$ cat config.mk
export PLATFORM = sky130hd
export DESIGN_NAME = mem_arbiter_flat
export DESIGN_NICKNAME = d
export VERILOG_FILES = /design/src/rtl/mem_arbiter_if.sv /design/src/rtl/mem_arbiter.sv /design/src/flat_wrapper.sv
export SDC_FILE = /design/constraint.sdc
export NUM_CORES = 1
export LEC_CHECK = 0
export ABC_AREA = 1
export CAP_MARGIN = 20
export CORE_UTILIZATION = 42
export DETAILED_ROUTE_END_ITERATION = 8
export PLACE_DENSITY = 0.9
export SLEW_MARGIN = 20
export SYNTH_ARGS = -nofsm -noshare
export SYNTH_HDL_FRONTEND = slang
export SYNTH_SLANG_ARGS = --single-unit
$ cat constraint.sdc
create_clock -name clk -period 2.1 [get_ports clk]
set_clock_uncertainty 0.2 [all_clocks]
set_input_delay 0.63 -clock clk [delete_from_list [all_inputs] [get_ports clk]]
set_output_delay 0.63 -clock clk [all_outputs]
set_load 0.005 [all_outputs]
$ cat src/rtl/mem_arbiter_if.sv
// Bundle of fetch-port, data-port and memory-side signals around the shared-memory arbiter.
// The arbiter uses the master modport; the pipeline/memory environment uses slave.
interface mem_arbiter_if #(
  parameter int ADDR_W = 32,
  parameter int DATA_W = 32
);
  logic              if_req;
  logic [ADDR_W-1:0] if_addr;
  logic              if_ready;
  logic [DATA_W-1:0] if_rdata;

  logic              d_req;
  logic              d_we;
  logic [ADDR_W-1:0] d_addr;
  logic [DATA_W-1:0] d_wdata;
  logic              d_ready;
  logic [DATA_W-1:0] d_rdata;

  logic              mem_en;
  logic              mem_we;
  logic [ADDR_W-1:0] mem_addr;
  logic [DATA_W-1:0] mem_wdata;
  logic [DATA_W-1:0] mem_rdata;

  logic              busy;

  modport master (
    input  if_req, if_addr,
    input  d_req, d_we, d_addr, d_wdata,
    input  mem_rdata,
    output if_ready, if_rdata,
    output d_ready, d_rdata,
    output mem_en, mem_we, mem_addr, mem_wdata,
    output busy
  );

  modport slave (
    output if_req, if_addr,
    output d_req, d_we, d_addr, d_wdata,
    output mem_rdata,
    input  if_ready, if_rdata,
    input  d_ready, d_rdata,
    input  mem_en, mem_we, mem_addr, mem_wdata,
    input  busy
  );
endinterface

$ cat src/rtl/mem_arbiter.sv
// Serialises fetch (I) and load/store (D) requests onto one fixed-latency single-port memory.
// Define ARB_RR_EN for round-robin tie-breaking; default build gives D fixed priority over I.
module mem_arbiter #(
  parameter int ADDR_W  = 32,
  parameter int DATA_W  = 32,
  parameter int LATENCY = 2
) (
  input  logic          clk,
  input  logic          reset,
  mem_arbiter_if.master bus
);

  localparam int CNT_W = $clog2(LATENCY + 1);

  localparam logic [1:0] ST_IDLE = 2'd0;
  localparam logic [1:0] ST_BUSY = 2'd1;
  localparam logic [1:0] ST_DONE = 2'd2;

  localparam logic OWN_I = 1'b0;
  localparam logic OWN_D = 1'b1;

  localparam logic [CNT_W-1:0] CNT_LOAD = CNT_W'(LATENCY);
  localparam logic [CNT_W-1:0] CNT_ONE  = CNT_W'(1);
  localparam logic [CNT_W-1:0] CNT_ZERO = {CNT_W{1'b0}};

  logic [1:0]        state_r;
  logic [1:0]        state_nxt_s;
  logic [CNT_W-1:0]  count_r;
  logic [CNT_W-1:0]  count_nxt_s;
  logic              owner_r;
  logic              we_r;
  logic              grant_s;
  logic              sample_s;
  logic              pick_d_s;

  logic              mem_en_r;
  logic              mem_we_r;
  logic [ADDR_W-1:0] mem_addr_r;
  logic [DATA_W-1:0] mem_wdata_r;
  logic              if_ready_r;
  logic [DATA_W-1:0] if_rdata_r;
  logic              d_ready_r;
  logic [DATA_W-1:0] d_rdata_r;
  logic              busy_r;

`ifdef ARB_RR_EN
  logic              last_grant_r;
`endif

  // Owner selection for a grant taken in IDLE.
  always_comb begin
    pick_d_s = 1'b0;
    if (bus.d_req && bus.if_req) begin
`ifdef ARB_RR_EN
      pick_d_s = (last_grant_r == OWN_I);
`else
      pick_d_s = 1'b1;
`endif
    end else if (bus.d_req) begin
      pick_d_s = 1'b1;
    end else begin
      pick_d_s = 1'b0;
    end
  end

  // Next-state logic; the strobe cycle does not count so that count==1 marks valid read data.
  always_comb begin
    state_nxt_s = state_r;
    count_nxt_s = count_r;
    grant_s     = 1'b0;
    sample_s    = 1'b0;
    case (state_r)
      ST_IDLE: begin
        if (bus.if_req || bus.d_req) begin
          grant_s     = 1'b1;
          count_nxt_s = CNT_LOAD;
          state_nxt_s = ST_BUSY;
        end else begin
          state_nxt_s = ST_IDLE;
        end
      end
      ST_BUSY: begin
        if (mem_en_r) begin
          count_nxt_s = count_r;
        end else if (count_r == CNT_ONE) begin
          sample_s    = 1'b1;
          count_nxt_s = count_r - CNT_ONE;
          state_nxt_s = ST_DONE;
        end else begin
          count_nxt_s = count_r - CNT_ONE;
        end
      end
      ST_DONE: begin
        state_nxt_s = ST_IDLE;
      end
      default: begin
        state_nxt_s = ST_IDLE;
        count_nxt_s = CNT_ZERO;
      end
    endcase
  end

  // Control state: FSM, latency counter and the owner/direction of the access in flight.
  always_ff @(posedge clk or negedge reset) begin
    if (!reset) begin
      state_r <= ST_IDLE;
      count_r <= CNT_ZERO;
      owner_r <= OWN_I;
      we_r    <= 1'b0;
    end else begin
      state_r <= state_nxt_s;
      count_r <= count_nxt_s;
      if (grant_s) begin
        owner_r <= pick_d_s ? OWN_D : OWN_I;
        we_r    <= pick_d_s & bus.d_we;
      end
    end
  end

`ifdef ARB_RR_EN
  // Round-robin history: remembers who won the most recent grant.
  always_ff @(posedge clk or negedge reset) begin
    if (!reset) begin
      last_grant_r <= OWN_I;
    end else if (grant_s) begin
      last_grant_r <= pick_d_s ? OWN_D : OWN_I;
    end
  end
`endif

  // Memory-side registers: single-cycle strobe, address/data latched at grant.
  always_ff @(posedge clk or negedge reset) begin
    if (!reset) begin
      mem_en_r    <= 1'b0;
      mem_we_r    <= 1'b0;
      mem_addr_r  <= {ADDR_W{1'b0}};
      mem_wdata_r <= {DATA_W{1'b0}};
    end else begin
      mem_en_r <= grant_s;
      mem_we_r <= grant_s & pick_d_s & bus.d_we;
      if (grant_s) begin
        mem_addr_r <= pick_d_s ? bus.d_addr : bus.if_addr;
        if (pick_d_s) begin
          mem_wdata_r <= bus.d_wdata;
        end
      end
    end
  end

  // Port-side registers: ready pulses land in DONE, read data is held until the next completion.
  always_ff @(posedge clk or negedge reset) begin
    if (!reset) begin
      if_ready_r <= 1'b0;
      if_rdata_r <= {DATA_W{1'b0}};
      d_ready_r  <= 1'b0;
      d_rdata_r  <= {DATA_W{1'b0}};
      busy_r     <= 1'b0;
    end else begin
      if_ready_r <= sample_s & (owner_r == OWN_I);
      d_ready_r  <= sample_s & (owner_r == OWN_D);
      busy_r     <= (state_nxt_s != ST_IDLE);
      if (sample_s && (owner_r == OWN_I)) begin
        if_rdata_r <= bus.mem_rdata;
      end
      // Stores complete with a pulse but leave the load result untouched.
      if (sample_s && (owner_r == OWN_D) && !we_r) begin
        d_rdata_r <= bus.mem_rdata;
      end
    end
  end

  assign bus.mem_en    = mem_en_r;
  assign bus.mem_we    = mem_we_r;
  assign bus.mem_addr  = mem_addr_r;
  assign bus.mem_wdata = mem_wdata_r;
  assign bus.if_ready  = if_ready_r;
  assign bus.if_rdata  = if_rdata_r;
  assign bus.d_ready   = d_ready_r;
  assign bus.d_rdata   = d_rdata_r;
  assign bus.busy      = busy_r;

endmodule

$ cat src/flat_wrapper.sv
// flat-port wrapper written by rule: the top's interface ports become plain ports
module mem_arbiter_flat 
#(
  parameter int ADDR_W  = 32,
  parameter int DATA_W  = 32,
  parameter int LATENCY = 2
)
  (clk, reset, bus_if_req, bus_if_addr, bus_d_req, bus_d_we, bus_d_addr, bus_d_wdata, bus_mem_rdata, bus_if_ready, bus_if_rdata, bus_d_ready, bus_d_rdata, bus_mem_en, bus_mem_we, bus_mem_addr, bus_mem_wdata, bus_busy);
  mem_arbiter_if #(.ADDR_W(ADDR_W), .DATA_W(DATA_W)) bus_i ();
  input  logic clk;
  input  logic reset;
  input wire logic [$bits(bus_i.if_req)-1:0] bus_if_req;
  input wire logic [$bits(bus_i.if_addr)-1:0] bus_if_addr;
  input wire logic [$bits(bus_i.d_req)-1:0] bus_d_req;
  input wire logic [$bits(bus_i.d_we)-1:0] bus_d_we;
  input wire logic [$bits(bus_i.d_addr)-1:0] bus_d_addr;
  input wire logic [$bits(bus_i.d_wdata)-1:0] bus_d_wdata;
  input wire logic [$bits(bus_i.mem_rdata)-1:0] bus_mem_rdata;
  output wire logic [$bits(bus_i.if_ready)-1:0] bus_if_ready;
  output wire logic [$bits(bus_i.if_rdata)-1:0] bus_if_rdata;
  output wire logic [$bits(bus_i.d_ready)-1:0] bus_d_ready;
  output wire logic [$bits(bus_i.d_rdata)-1:0] bus_d_rdata;
  output wire logic [$bits(bus_i.mem_en)-1:0] bus_mem_en;
  output wire logic [$bits(bus_i.mem_we)-1:0] bus_mem_we;
  output wire logic [$bits(bus_i.mem_addr)-1:0] bus_mem_addr;
  output wire logic [$bits(bus_i.mem_wdata)-1:0] bus_mem_wdata;
  output wire logic [$bits(bus_i.busy)-1:0] bus_busy;
  assign bus_i.if_req = bus_if_req;
  assign bus_i.if_addr = bus_if_addr;
  assign bus_i.d_req = bus_d_req;
  assign bus_i.d_we = bus_d_we;
  assign bus_i.d_addr = bus_d_addr;
  assign bus_i.d_wdata = bus_d_wdata;
  assign bus_i.mem_rdata = bus_mem_rdata;
  assign bus_if_ready = bus_i.if_ready;
  assign bus_if_rdata = bus_i.if_rdata;
  assign bus_d_ready = bus_i.d_ready;
  assign bus_d_rdata = bus_i.d_rdata;
  assign bus_mem_en = bus_i.mem_en;
  assign bus_mem_we = bus_i.mem_we;
  assign bus_mem_addr = bus_i.mem_addr;
  assign bus_mem_wdata = bus_i.mem_wdata;
  assign bus_busy = bus_i.busy;
  mem_arbiter #(.ADDR_W(ADDR_W), .DATA_W(DATA_W), .LATENCY(LATENCY)) u_core (.clk(clk), .reset(reset), .bus(bus_i));
endmodule
; Word level (Yosys, flattened, before mapping)
; Cells that the tools add are included.
[totals]
regBits = 139
output_inout_bits = 133
[op_classes]
eq_ne = 5
add_sub_neg = 1
bitwise = 7
reduce_logical = 10
muxes = 16
[op_table]
columns = operator, count
row1 = $mux W32, 1
row2 = $mux W1, 9
row3 = $mux W2, 4
row4 = $pmux W2 S3, 1
row5 = $and A1 B1 Y1, 5
row6 = $eq A2 B1 Y1 const B, 2
row7 = $logic_and A1 B1 Y1, 4
row8 = $pmux W2 S2, 1
row9 = $reduce_and A3 Y1, 1
row10 = $eq A2 B2 Y1 const B, 1
row11 = $logic_not A2 Y1, 1
row12 = $ne A2 B1 Y1 const B, 1
row13 = $ne A2 B2 Y1 const B, 1
row14 = $not A1 Y1, 2
row15 = $reduce_and A2 Y1, 1
row16 = $reduce_bool A2 Y1, 1
row17 = $sub A2 B1 Y2 const B, 1
row18 = $logic_not A1 Y1, 1
row19 = $logic_or A1 B1 Y1, 1

; Logic depth before layout (Yosys ltp)
; Gate-level depths: netlist (run 1).
[logic_depth]
depth_word = 6
depth_mapped = 9

; Least setup slack after synthesis (run 1)
; OpenSTA, ideal clock, no wires.
[synth_path]
kind = input to register
from = in bus_d_req
to = reg u_core.mem_addr_r[0] (netlist: u_core.bus.mem_addr[0])
setup_slack_ps = 363
t_arrival_ps = 1421
cell_stages = 7
setup_ps = 116
path_buffers = 2
cell_sequence = buf_4 > o21ai_1 > nor2_2 > inv_2 > buf_2 > nand2_1 > nand2_1
[synth_between]
elab_chain_cells = 3
word_cells_on_any_way = 7
cone_classes = 5 x mux / 2 x reduce/logical
[synth_rtl]
columns = element, line_no
row1 = from (decl), flat_wrapper.sv:14  ; input wire logic [$bits(bus_i.d_req)-1:0] bus_d_req;
row2 = $mux W1 (tied with other cells), mem_arbiter.sv:59  ; end else if (bus.d_req) begin
row3 = $mux W1 (on tied branches), "mem_arbiter.sv:53, mem_arbiter.sv:74"
row4 = $mux W32 / $mux W1 (equally long branches), "mem_arbiter.sv:142, mem_arbiter.sv:72"
row5 = to (signal assigned), mem_arbiter.sv:136  ; mem_addr_r <= {ADDR_W{1'b0}};
row6 = to (signal assigned), mem_arbiter.sv:142  ; mem_addr_r <= pick_d_s ? bus.d_addr : bus.if_addr;
row7 = to (decl), mem_arbiter.sv:38  ; logic [ADDR_W-1:0] mem_addr_r;
; Parallel ways exist; a longest one is shown, timed or not.
; A chain may end at the register's enable or synchronous reset.

; Final worst setup path (run 1)
[layout_path]
from = reg u_core.mem_en_r (netlist: u_core.bus.mem_en)
to = out bus_mem_en
[layout_lines]
columns = element, line_no
row1 = from (decl), mem_arbiter.sv:36  ; logic mem_en_r;
row2 = from (signal assigned), mem_arbiter.sv:139  ; mem_en_r <= grant_s;
row3 = to (decl), flat_wrapper.sv:23  ; output wire logic [$bits(bus_i.mem_en)-1:0] bus_mem_en;
; No word-level cell between the ends.

==> impl_results.md, run 1 <==
- Max-cap viol count: 0
- Final min period: 1.94 ns
- Crit path buf inv count: 1
- DRC viols: 0
- Switch Pwr: 4.12 mW
- Status: complete, no violations
- ANT nets after route: 0
- Root buffer cell: clkbuf_16
- HPWL Detailed: 11500 µm
- Clk pwr share: 0.241
- Slew Limit Fails: 0
- Sw frac: 0.335
- CP arrival: about 1.1 ns
- Fin crit share: 0.922
- Layout cells sized above 1: 0.0671
- Post-synth top area share: 0.599
- Hold WC Path Type: register to register
- CTS max path bufs: 2
- Remaining Overflow, GRT: 0
- Die area: 0.0143 mm²
- Placed insts: between 1000 and 1500
- Setup repair after global routing missed its margin: no
- RePlAce Congestion: 0.801
- VDD IR-drop max: 0.639 mV
- Ports: roughly 270
- Die height: 120 µm
- Placed Area: 0.00869 mm²
- Mean post-synth cell area: 8.32 µm²
- Initial antenna violation count: 0
- H-tree lvl count: 4
- Most frequent cells in the layout: 330 x nand2_1, 139 x dfrtp_1, 130 x clkdlybuf4s50_1
- Clock sink total: about 140
- DRT iter0 DRCs: approximately 460
- Top post-synthesis cells by area: dfrtp_1 60%, nand2_1 21%, o21ai_0 5.6%, inv_1 4.5%, nand4_1 3.4%
- Vias in the first global route: 5356
- Cell Pwr Density: 1320 mW/mm²
- Yosys Warn Count: 0
- Count of final hold-check violations: 0
- Flop-to-flop setup slack: between 0.3 and 0.4 ns
- Largest area contributor in the netlist: dfrtp_1
- Hold path depth: 2
- Count of cell types in the netlist: 20
- Fmax: 516 MHz
- Drt pass-1 iters: 5
- Worst setup EP type: output port
- Port Buffers: 265
- Final Cell Area: 0.00930 mm²
- Non-filler instance count after layout: 1159
- FF+latch count, synth: 139
- Most common cell after layout, fill and taps aside: nand2_1
- Total Power: 12.3 mW
- Core footprint: 0.0133 mm²
- CP Max Fanout: 3
- FP Rows: 42
- Hold Path End: u_core.bus.mem_addr[29]
- Final worst slack: 0.164 ns
- CTS tree: built
- Routed vias/inst: 4.73
- Initial Util: 0.435
- Slowest cell on crit path: dfrtp_1
- Max incr delay on CP: roughly 0.4 ns
- Sequential share of power: 0.375
- Wirelength, routed: 16300 µm
- Cells after synthesis: 698
- Worst setup path class: register to output port
- Vias: 5478
- Clk slew on worst S/H paths: 0.06 ns
- P&R area growth vs syn: 60.2%
- Actual slew at the worst max-slew pin: 0.523 ns
- CP required: 1.27 ns
- Hold Slack: 0.263 ns
- Setup-failing EPs final: 0
- Post-synth net total: 832
- Setup crit start kind: register
- Logic pwr share: 0.384
- Pin count of the biggest net entering global routing: 65
- CTS Buf Count: 17
- LEAKAGE: ~5.2 nW
- Netlist area before placement: 0.00581 mm²
- Critical path's top delay family: flip-flops
- Avg WL per Cell: 14.0 µm
- First-pass GRT wire length: 26600 µm
- Die W: around 120 µm
- Slew HR: 0.651
- Reg-to-Reg Start: u_core.state_r[1]
- Int Power: between 8 and 9 mW
- Placement Setup Slack: -0.154 ns
- N_diodes: 0
- Hold path startpoint: u_core.bus.mem_addr[29]
- Worst-case reg-to-reg path depth: 8
- Total track usage: 0.238
- Critical Path, Cell by Cell: dlygate4sd2_1
- Reg2reg end: u_core.bus.if_rdata[29]
- Fin nets: 1104
- Sequential-to-total area share from yosys stat: 0.599
- Worst-Skew Late Latency: 0.41 ns
worst max-delay path by stage:
| stage | endpoint | startpoint | slack (ns) | cells after the start |
|---|---|---|---|---|
| after global placement | u_core.bus.mem_addr[22] | bus_if_req | -0.07 | 6 |
| final | bus_mem_en | u_core.bus.mem_en | 0.16 | 1 |
| after global routing | bus_mem_en | u_core.bus.mem_en | 0.09 | 1 |
| after floorplan | u_core.bus.mem_addr[0] | bus_d_req | 0.36 | 7 |
| after detailed placement | u_core.bus.mem_addr[1] | bus_if_req | -0.15 | 6 |
| after CTS | bus_if_rdata[20] | u_core.bus.if_rdata[20] | 0.0002 | 1 |
power groups by stage:
stage	combinational (mW)	sequential, mW	clock [mW]
3_5_place_dp	5.34	4.68	0
6_report	4.72	4.61	2.96
3_3_place_gp	5.17	4.64	0
4_1_cts	4.79	4.62	3.02
2_1_floorplan	1.86	4.73	0
5_1_grt	5.25	4.76	3.16
area by class of cell:
cell class	count	area [µm²]
clock inverter	10	114
sequential	139	3480
tap	176	220
fill	1054	4050
clock buffer	22	484
multi-input combinational	447	1880
timing repair buffer	292	2850
inverter	73	274
stage by stage:
| step | utilization | TNS (ns) |
|---|---|---|
| global placement | 0.651 | -2.23 |
| finish | 0.697 | 0 |
| floorplan | - | 0 |
| CTS | 0.690 | 0 |
| detailed placement | 0.651 | -4.06 |
| global route | 0.697 | 0 |
cell usage after synthesis:
cell and n:
nor2_1 6, nand2_2 1, o21ai_0 65, nor2_4 1, clkinv_1 1, inv_1 69
o21ai_1 1, clkbuf_1 18, nand4_1 32, buf_2 20, nand2_1 330, o21a_1 1
nor2_2 1, nor3_1 1, ha_1 1, o21bai_1 1, dfrtp_1 139, buf_4 1
nand3_1 6, inv_2 3
cells by family (layout without fill, tap and decap cells):
| group | count (synthesis) | count (layout) | share of synthesized area |
|---|---|---|---|
| adder cells (fa/ha/maj) | 1 | 1 | 0.00215 |
| flip-flops | 139 | 139 | 0.599 |
| AO/OA/AOI/OAI | 68 | 68 | 0.0595 |
| AND/OR/NAND/NOR | 378 | 378 | 0.262 |
| buffers and inverters | 112 | 397 | 0.0774 |
what timing repair did:
| item | 4_1_cts | 5_1_grt |
|---|---|---|
| pin swaps | 0 | 0 |
| hold buffers | 1 | 0 |
| setup endpoints to repair | 114 | 23 |
| endpoints found under the hold margin | 37 | 0 |
| setup buffers | 7 | 4 |
| gates resized for setup | 110 | 23 |
metal layers:
layer  GRT usage  wire length (µm)
met5           0                 0
met4       0.109               480
met3      0.0627              1140
met2       0.393              8090
met1       0.292              6550
state kept, by name, summed over array words and instances (netlist names):
register / count
u_core.bus.busy: 1
u_core.bus.d_rdata: 32
u_core.bus.d_ready: 1
u_core.bus.if_rdata: 32
u_core.bus.if_ready: 1
u_core.bus.mem_addr: 32
u_core.bus.mem_en: 1
u_core.bus.mem_wdata: 32
u_core.bus.mem_we: 1
u_core.count_r: 2
u_core.owner_r: 1
u_core.state_r: 2
u_core.we_r: 1
No activity file was read; power rests on OpenSTA's default activity.
==> inputs of run 2 (changes only) <==
==> constraint.sdc (replaced) <==
create_clock -name clk -period 1.8 [get_ports clk]
set_clock_uncertainty 0.2 [all_clocks]
set_input_delay 0.54 -clock clk [delete_from_list [all_inputs] [get_ports clk]]
set_output_delay 0.54 -clock clk [all_outputs]
set_load 0.005 [all_outputs]
==> impl_results.md, run 2 (synthesis gave the netlist of run 1 again) <==
- Status: complete, no violations (unchanged)
- CTS Buf Count: 17 (unchanged)
- Port Buffers: 265 (unchanged)
- Sequential share of power: 0.364 (was 0.375)
- Int Power: 9.89 mW (was 8.17 mW)
- Final worst slack: 0.0162 ns (was 0.164 ns)
- LEAKAGE: 4.91 nW (was 5.19 nW)
- HPWL Detailed: 12100 µm (was 11500 µm)
- Vias in the first global route: 5674 (was 5356)
- Slew Limit Fails: 0 (unchanged)
- Placement Setup Slack: -0.382 ns (was -0.154 ns)
- Clk slew on worst S/H paths: 0.06 ns (about the same)
- Critical Path, Cell by Cell: clkdlybuf4s15_1 (was dlygate4sd2_1)
- Initial Util: 0.435 (unchanged)
- Setup-failing EPs final: 0 (unchanged)
- Slew HR: 0.749 (was 0.651)
- CP arrival: 1.04 ns (was 1.11 ns)
- Total Power: 15.0 mW (was 12.3 mW)
- CTS tree: built (unchanged)
- Worst setup path class: register to output port (unchanged)
- DRT iter0 DRCs: 446 (was 458)
- Switch Pwr: 5.14 mW (was 4.12 mW)
- VDD IR-drop max: 0.735 mV (was 0.639 mV)
- Final min period: between 1.5 and 2 ns
- Die W: 120 µm (unchanged)
- DRC viols: 0 (unchanged)
- Fin nets: 1129 (was 1104)
- Drt pass-1 iters: 5 (unchanged)
- P&R area growth vs syn: 62.8% (was 60.2%)
- RePlAce Congestion: 0.815 (was 0.801)
- Pin count of the biggest net entering global routing: 65 (unchanged)
- Hold Slack: 0.270 ns (was 0.263 ns)
- Die area: 0.0143 mm² (unchanged)
- Sequential Area: 0.00348 mm² (unchanged)
- Critical path's top delay family: flip-flops (unchanged)
- Vias: 5724 (was 5478)
- CTS max path bufs: 2 (unchanged)
- Cell Pwr Density: 1590 mW/mm² (was 1320 mW/mm²)
- Clock sink total: 139 (unchanged)
- Worst setup EP type: output port (unchanged)
- Most common cell after layout, fill and taps aside: nand2_1 (unchanged)
- Most frequent cells in the layout: 330 x nand2_1, 139 x dfrtp_1, 130 x clkdlybuf4s50_1 (unchanged)
- FP Rows: 42 (unchanged)
- Core footprint: 0.0133 mm² (unchanged)
- Crit path buf inv count: 1 (unchanged)
- Remaining Overflow, GRT: 0 (unchanged)
- Clk pwr share: 0.234 (was 0.241)
- Die height: 120 µm (unchanged)
- Initial antenna violation count: 1 (was 0)
- Root buffer cell: clkbuf_16 (unchanged)
- ANT nets after route: 0 (unchanged)
- Total track usage: 0.256 (was 0.238)
- Fillers: 985 (was 1054)
- Max-cap viol count: 0 (unchanged)
- First-pass GRT wire length: 28000 µm (was 26600 µm)
- H-tree lvl count: 4 (unchanged)
- Max incr delay on CP: 0.40 ns (about the same)
- CP Max Fanout: 2 (was 3)
- Count of final hold-check violations: 0 (unchanged)
- Actual slew at the worst max-slew pin: 0.376 ns (was 0.523 ns)
- Wirelength, routed: 17400 µm (was 16300 µm)
- CP required: 1.06 ns (was 1.27 ns)
- Avg WL per Cell: 14.7 µm (was 14.0 µm)
- Hold WC Path Type: register to register (unchanged)
- Fin crit share: 0.991
- Routed vias/inst: 4.83 (was 4.73)
- Ports: 266 (unchanged)
- Setup crit start kind: register (unchanged)
- Fmax: 561 MHz
- Worst-Skew Late Latency: 0.42 ns (was 0.41 ns)
- Logic pwr share: 0.402 (was 0.384)
- Layout cells sized above 1: 0.126 (was 0.0671)
- Sw frac: 0.342 (was 0.335)
- Slowest cell on crit path: dfrtp_1 (unchanged)
- Footprint of the multi-input gates: 0.00188 mm² (unchanged)
run 2: changes by cell type in the layout (fill, tap and decap cells not counted), moves of 3 or more:
cell	change
buf_2	+3
buf_4	+19
buf_6	+4
clkbuf_2	+31
clkbuf_8	-4
clkdlybuf4s15_1	+97
clkinv_4	+4
dlygate4sd2_1	-109
dlymetal6s2s_1	-23
run 2: power by group through the flow:
stage                     Clock, mW  Sequential (mW)  Combinational [mW]
final                          3.52             5.47                6.04
after global routing           3.73             5.63                6.69
after CTS                      3.59             5.44                6.12
after detailed placement          0             5.49                6.34
after global placement            0             5.42                6.10
after floorplan                   0             5.52                2.18
run 2: final cells by class:
class / count / share of cell area
Clock buffer: 17 / 0.0450
Antenna cell: 1 / 0.000265
Timing Repair Buffer: 317 / 0.316
Clock inverter: 15 / 0.0184
Sequential cell: 139 / 0.368
Inverter: 73 / 0.0295
Multi-Input combinational cell: 447 / 0.199
Tap cell: 176 / 0.0233
run 2: path summary, 6_finish.rpt:
path | slack [ns] | startpoint | endpoint | cells past startpoint
setup / recovery | 0.02 | u_core.bus.if_rdata[16] | bus_if_rdata[16] | 1
hold / removal | 0.27 | u_core.bus.mem_addr[0] | u_core.bus.mem_addr[0] | 2
setup reg to reg | 0.09 | u_core.state_r[1] | u_core.bus.d_rdata[29] | 7
hold reg to reg | 0.27 | u_core.bus.mem_addr[0] | u_core.bus.mem_addr[0] | 2
max in group asynchronous | 0.53 | reset | u_core.bus.mem_addr[18] | 3
min in group asynchronous | 0.36 | reset | u_core.bus.d_rdata[12] | 2
run 2: what timing repair did:
| action | 4_1_cts | 5_1_grt |
|---|---|---|
| setup buffers | 27 | 4 |
| resized for setup | 272 | 38 |
| setup endpoints to repair | 133 | 78 |
| hold buffers | 1 | 0 |
| hold endpoints to repair | 24 | 0 |
| pin swaps | 0 | 1 |
run 2: stage by stage:
step                instance area, µm²  TNS, ns  instances  utilization
floorplan                         5810        0        698            -
global placement                  8750    -8.83       1120        0.656
detailed placement                8750   -11.64       1120        0.656
CTS                               9550        0       1180        0.716
global route                      9450  -0.0337       1185        0.708
finish                            9450        0       1185        0.708
run 2: metal layers:
layer | up-vias | global-route usage | wire length, µm
met5 | - | 0 | 0
met4 | 0 | 0.138 | 635
met3 | 53 | 0.0694 | 1360
met2 | 270 | 0.439 | 9000
met1 | 2651 | 0.289 | 6450
li1 | 2750 | - | -
